==> src/rtl/scomp_pkg.sv <==
`default_nettype none
// +--------------------------------------------------------------------------+
// | scomp_pkg : memory geometry, sync marker and loader state encoding        |
// | Revision  : 1.0                                                           |
// +--------------------------------------------------------------------------+
package scomp_pkg;

  localparam int         SCOMP_ADDR_W    = 8;
  localparam int         SCOMP_DATA_W    = 16;
  localparam logic [7:0] SCOMP_SYNC_BYTE = 8'hA5;

  typedef enum logic [2:0] {
    LD_IDLE  = 3'd0,
    LD_COUNT = 3'd1,
    LD_HI    = 3'd2,
    LD_LO    = 3'd3,
    LD_WRITE = 3'd4,
    LD_CHECK = 3'd5,
    LD_DONE  = 3'd6,
    LD_ERROR = 3'd7
  } loader_state_t;

endpackage
`default_nettype wire

==> src/rtl/scomp_loader_wordpack.sv <==
`default_nettype none
// +--------------------------------------------------------------------------+
// | scomp_loader_wordpack : hi/lo byte capture into a 16-bit word; running    |
// | checksum when SCOMP_LOADER_CHECKSUM_EN is defined                         |
// | Revision : 1.0                                                            |
// +--------------------------------------------------------------------------+
module scomp_loader_wordpack
  import scomp_pkg::*;
(
  input  logic                    clock,
  input  logic                    reset,
  input  logic                    hi_en,
  input  logic                    lo_en,
`ifdef SCOMP_LOADER_CHECKSUM_EN
  input  logic                    clear,
  output logic                    sum_ok,
`endif
  input  logic [7:0]              data_in,
  output logic [SCOMP_DATA_W-1:0] word
);

  always_ff @(posedge clock or posedge reset) begin
    if (reset) begin
      word <= '0;
    end else begin
      if (hi_en) word[SCOMP_DATA_W-1:8] <= data_in;
      if (lo_en) word[7:0]              <= data_in;
    end
  end

`ifdef SCOMP_LOADER_CHECKSUM_EN
  logic [7:0] sum;

  always_ff @(posedge clock or posedge reset) begin
    if (reset) begin
      sum <= 8'h00;
    end else if (clear) begin
      sum <= 8'h00;
    end else if (hi_en || lo_en) begin
      sum <= sum + data_in;
    end
  end

  // Evaluated against the byte on the bus, i.e. the trailing checksum byte.
  assign sum_ok = ((sum + data_in) == 8'h00);
`endif

endmodule
`default_nettype wire

==> src/rtl/scomp_program_loader.sv <==
`default_nettype none
// +--------------------------------------------------------------------------+
// | scomp_program_loader : framed byte stream -> 256x16 program memory,       |
// | holds the CPU in reset until an image loads. Option: SCOMP_LOADER_CHECKSUM_EN |
// | Revision : 1.0                                                            |
// +--------------------------------------------------------------------------+
module scomp_program_loader
  import scomp_pkg::*;
#(
  parameter int                ADDR_W     = SCOMP_ADDR_W,
  parameter int                DATA_W     = SCOMP_DATA_W,
  parameter logic [7:0]        SYNC_BYTE  = SCOMP_SYNC_BYTE,
  parameter logic [ADDR_W-1:0] START_ADDR = '0
) (
  input  logic              clock,
  input  logic              reset,
  input  logic              rx_valid,
  input  logic [7:0]        rx_data,
  output logic              rx_ready,
  output logic [ADDR_W-1:0] mem_addr,
  output logic [DATA_W-1:0] mem_data,
  output logic              mem_wren,
  output logic              cpu_reset,
  output logic              load_done,
  output logic              load_error
);

  localparam int CNT_W = ADDR_W + 1;

  loader_state_t    state;
  loader_state_t    next_state;
  logic [CNT_W-1:0] word_cnt;
  logic             accept;
  logic             start;
  logic             last_word;
  logic             hi_en;
  logic             lo_en;
`ifdef SCOMP_LOADER_CHECKSUM_EN
  logic             sum_ok;
`endif

  assign rx_ready  = (state != LD_WRITE);
  assign mem_wren  = (state == LD_WRITE);
  assign accept    = rx_valid && rx_ready;
  assign start     = accept && (rx_data == SYNC_BYTE) &&
                     (state inside {LD_IDLE, LD_DONE, LD_ERROR});
  assign last_word = (word_cnt == CNT_W'(1));
  assign hi_en     = accept && (state == LD_HI);
  assign lo_en     = accept && (state == LD_LO);

  scomp_loader_wordpack u_wordpack (
    .clock   (clock),
    .reset   (reset),
    .hi_en   (hi_en),
    .lo_en   (lo_en),
`ifdef SCOMP_LOADER_CHECKSUM_EN
    .clear   (start),
    .sum_ok  (sum_ok),
`endif
    .data_in (rx_data),
    .word    (mem_data)
  );

  always_comb begin
    next_state = state;
    case (state)
      LD_IDLE, LD_DONE, LD_ERROR: if (start) next_state = LD_COUNT;
      LD_COUNT: if (accept) next_state = LD_HI;
      LD_HI:    if (accept) next_state = LD_LO;
      LD_LO:    if (accept) next_state = LD_WRITE;
      LD_WRITE: begin
        if (!last_word) begin
          next_state = LD_HI;
        end else begin
`ifdef SCOMP_LOADER_CHECKSUM_EN
          next_state = LD_CHECK;
`else
          next_state = LD_DONE;
`endif
        end
      end
`ifdef SCOMP_LOADER_CHECKSUM_EN
      LD_CHECK: if (accept) next_state = sum_ok ? LD_DONE : LD_ERROR;
`endif
      default:  next_state = LD_IDLE;
    endcase
  end

  always_ff @(posedge clock or posedge reset) begin
    if (reset) begin
      state     <= LD_IDLE;
      word_cnt  <= '0;
      mem_addr  <= START_ADDR;
      cpu_reset <= 1'b1;
      load_done <= 1'b0;
    end else begin
      state     <= next_state;
      // Status follows the state one cycle later.
      cpu_reset <= (state != LD_DONE);
      load_done <= (state == LD_DONE);
      if (start) begin
        mem_addr <= START_ADDR;
      end else if (state == LD_WRITE) begin
        mem_addr <= mem_addr + ADDR_W'(1);
      end
      // A count byte of zero means a full 256-word image.
      if ((state == LD_COUNT) && accept) begin
        word_cnt <= (rx_data == 8'd0) ? CNT_W'(256) : CNT_W'(rx_data);
      end else if (state == LD_WRITE) begin
        word_cnt <= word_cnt - CNT_W'(1);
      end
    end
  end

`ifdef SCOMP_LOADER_CHECKSUM_EN
  always_ff @(posedge clock or posedge reset) begin
    if (reset) begin
      load_error <= 1'b0;
    end else begin
      load_error <= (state == LD_ERROR);
    end
  end
`else
  assign load_error = 1'b0;
`endif

endmodule
`default_nettype wire

==> config.mk <==
export PLATFORM = sky130hd
export DESIGN_NAME = scomp_program_loader
export DESIGN_NICKNAME = d
export VERILOG_FILES = /design/src/rtl/scomp_pkg.sv /design/src/rtl/scomp_loader_wordpack.sv /design/src/rtl/scomp_program_loader.sv
export SDC_FILE = /design/constraint.sdc
export NUM_CORES = 1
export LEC_CHECK = 0
export CAP_MARGIN = 20
export CORE_ASPECT_RATIO = 1.2
export CORE_MARGIN = 2
export CORE_UTILIZATION = 30
export CTS_BUF_LIST = sky130_fd_sc_hd__clkbuf_2 sky130_fd_sc_hd__clkbuf_4 sky130_fd_sc_hd__clkbuf_8
export CTS_CLUSTER_SIZE = 24
export DETAILED_ROUTE_END_ITERATION = 16
export PLACE_DENSITY_LB_ADDON = 0.2
export SYNTH_ARGS = -nofsm -noshare
export SYNTH_HDL_FRONTEND = slang
export SYNTH_HIERARCHICAL = 1
export SYNTH_SLANG_ARGS = --single-unit
==> constraint.sdc <==
create_clock -name clock -period 2.87 [get_ports clock]
set_input_delay 0.574 -clock clock [delete_from_list [all_inputs] [get_ports clock]]
set_output_delay 0.574 -clock clock [all_outputs]
set_load 0.03 [all_outputs]
==> key figures <==
Floorplan
  – Site row count: 31
  – Die H: ~90 um
  – Die area: 7004 sq um
  – Top Ports: 40
  – Initial Util: approximately 31%
  – Die width: approximately 77 um
  – Core region area: around 6000 sq um

Synth
  – Synthesized instance count: between 150 and 200
  – Top-count cell post-synth: dfrtp_1
  – Yosys warning count: 6
  – Cell accounting for the most synthesized area: dfrtp_1
  – Post-synth EDFFs: 0
  – Netlist Area Pre-Place: roughly 1900 sq um
  – Main synth FF type: dfrtp_1
  – Yosys cell types: 41
  – Avg Inst Size Synth: roughly 11 sq um
  – Post-synth net total: 183
  – Top cells by count, synth: 37 x dfrtp_1, 19 x nor2_1, 16 x mux2_4
  – Seq/Total Area, Yosys: around 50%
  – Post-synth ARST share: between 90% and 100%
  – Area contributors post-synth: dfrtp_1 49%, mux2_4 13%, nor2_1 3.7%
  – Post-synth top area share: around 49%
  – Yosys reg bits: 38

Setup path
  – Critical path class: reg2out
  – CP cell instances: nor3b_2 -> inv_2 -> clkdlybuf4s50_1
  – Critical path arrival: roughly 1.9 ns
  – CP required: approximately 2.3 ns
  – Buf/Inv on CP: 2
  – Critical Path Fanout Max: 10
  – CP max stage delay: roughly 0.63 ns
  – Slowest CP cell: clkdlybuf4s50_1
  – CP endpoint kind: output port
  – CP Launch Type: flop
  – Crit-path leading delay family: buffers and inverters

Placement
  – Placer congestion estimate: about 0.7
  – Port Buffers: 38
  – DP Cell Count: between 200 and 300
  – Hpwl dp: 2993 um

Power
  – Pwr/cell area: between 1000 and 1500 nW/um^2
  – Clk network pwr share: between 10% and 20%
  – Sequential power share: a little over a third
  – Leakage: roughly 1.0 nW
  – Maximum vdd ir drop: 0.4884 mV
  – Switch share: between 30 and 40%
  – Internal power: around 0.0017 W
  – Gate power share: 47.6%
  – Switching power total: between 0.001 and 0.0015 W

Cells and area
  – Layout Nets: around 220
  – Area grow syn2layout: 28.65%
  – Layout cells sized above 1: around 17%
  – Non-Filler Instances: slightly below 300
  – Footprint of the multi-input gates: roughly 860 sq um
  – Number of diodes: 0
  – Layout Utilization: just over 40%
  – FF/Latch Area: about 950 sq um
  – FILL cells: 602

Clocking
  – # Post-CTS Setup Buffers: 0
  – Clock sinks: 38
  – CTS buffer count: 5
  – CTS tree: yes
  – # H-tree levels: 2
  – Clock root buffer: clkbuf_8
  – PostCTS Resize Cnt: 0
  – Max Root-Sink Buffers: 2
  – Hold Buf Count CTS: 0
  – Worst-Skew Late Latency: just under 0.3 ns
  – Clock slew at reported path FFs: roughly 0.080 ns

Detailed routing
  – Via count: around 1400
  – 1st-iter DRT viols: 36
  – Final wirelength: 4192 um
  – Initial DRT Pass Iterations: 4
  – DRT antenna net count: 0
  – Drt drc: 0
  – Vias per cell: ~4.7
  – Per-cell routed wire length: roughly 14 um

Timing
  – Setup repair after global routing missed its margin: no
  – Slew Limit Headroom: 59.59%
  – Slew Viols, Final: 0
  – Fin crit share: a little under 90%
  – Fin crit period: roughly 2.5 ns
  – Fmax: 401.9 MHz
  – Setup_tns: 0 ns
  – Worst slew pin tran: between 0.6 and 0.7 ns
  – Worst Clk Skew: roughly 0.011 ns
  – Final Hold Viols: 0
  – Final setup viols: 0

GRT
  – Largest net degree at the start of global routing: 23
  – First-pass GRT wire length: slightly above 7000 um
  – Initial antenna violation count: 0
  – Vias in the first global route: around 1400
  – Tot GR Track Use: about an eighth
  – GRT overflow: 0

Status
  – Run status: finished, final reports clean

Job
  – Max Cap Viol: 0

Min path
  – Min-delay worst type: reg2reg
## cell families after synthesis
| group | synth area share, % |
|---|---|
| simple gates | 17.35 |
| mux | 12.61 |
| buf+inv | 4.862 |
| fa+ha+maj | 1.971 |
| xor+xnor | 3.220 |
| other cells | 0.1969 |
| flops | 50.00 |
| compound gates | 9.790 |
## cells in the final DEF (no fill, tap or decap), types with 2 or more instances in the layout
cell type	n
mux2_4	16
o211ai_1	2
a22oi_1	2
xor2_1	6
nand3_1	5
dfrtp_1	37
nand4_1	3
clkdlybuf4s50_1	38
a221o_1	3
and3_1	3
nor4_1	3
inv_1	6
a21oi_2	2
nor2_1	19
buf_4	2
nor3_1	3
clkbuf_8	5
o21ai_1	7
ha_1	3
nand4b_1	2
o21ai_0	4
a21oi_1	4
nand2_1	12
or3_1	2
## power groups by stage
stage | Sequential, W | Combinational (W) | Clock (W)
floorplan | 0.00122 | 0.000685 | 0
global placement | 0.00100 | 0.00132 | 0
detailed placement | 0.000994 | 0.00133 | 0
CTS | 0.000998 | 0.00133 | 0.000475
global route | 0.00104 | 0.00142 | 0.000497
finish | 0.000996 | 0.00132 | 0.000458
## path summary, 6_finish.rpt
check | from | to | slack, ns | cells after the start
worst max-delay path | state[2]$_DFFE_PP0P_ | rx_ready | 0.38 | 3
worst min-delay path | u_wordpack/word[14]$_DFFE_PP0P_ | u_wordpack/word[14]$_DFFE_PP0P_ | 0.51 | 1
worst max register to register | state[1]$_DFFE_PP0P_ | u_wordpack/word[14]$_DFFE_PP0P_ | 1.09 | 3
worst min register to register | u_wordpack/word[14]$_DFFE_PP0P_ | u_wordpack/word[14]$_DFFE_PP0P_ | 0.51 | 1
max in group asynchronous | reset | u_wordpack/word[14]$_DFFE_PP0P_ | 1.81 | 2
min in group asynchronous | reset | state[2]$_DFFE_PP0P_ | 0.64 | 3
## through the flow
stage,worst slack (ns),hold WS (ns),area [sq um],power (W)
6_report,0.3820,0.5116,2450,0.002772
5_1_grt,0.2859,0.5411,2450,0.002953
4_1_cts,0.3550,0.5181,2450,0.002807
3_5_place_dp,0.4821,0.4903,2336,0.002328
3_3_place_gp,0.5053,0.4936,2336,0.002322
2_1_floorplan,1.298,0.4790,1904,0.001900
## flip-flops by register name, indices dropped and copies added, names as in the netlist
register / count
u_wordpack/word: 16
word_cnt: 9
mem_addr: 8
state: 3
load_done: 1
cpu_reset: 1
## area by class of cell
| cell class | count | area share, % |
|---|---|---|
| timing repair buffer | 40 | 16.14 |
| tap | 82 | 4.188 |
| sequential | 38 | 38.87 |
| multi-input combinational | 116 | 35.09 |
| clock inverter | 2 | 1.532 |
| clock buffer | 6 | 3.115 |
| inverter | 7 | 1.073 |
## metal layers
layer	share of wire (%)	GRT usage, %	vias up
met1	47	16.90	663
met3	3.9	3.280	5
met2	47	21.13	36
li1	-	-	673
met5	0	0	-
met4	1.7	5.000	0
(Power assumes the default switching activity.)
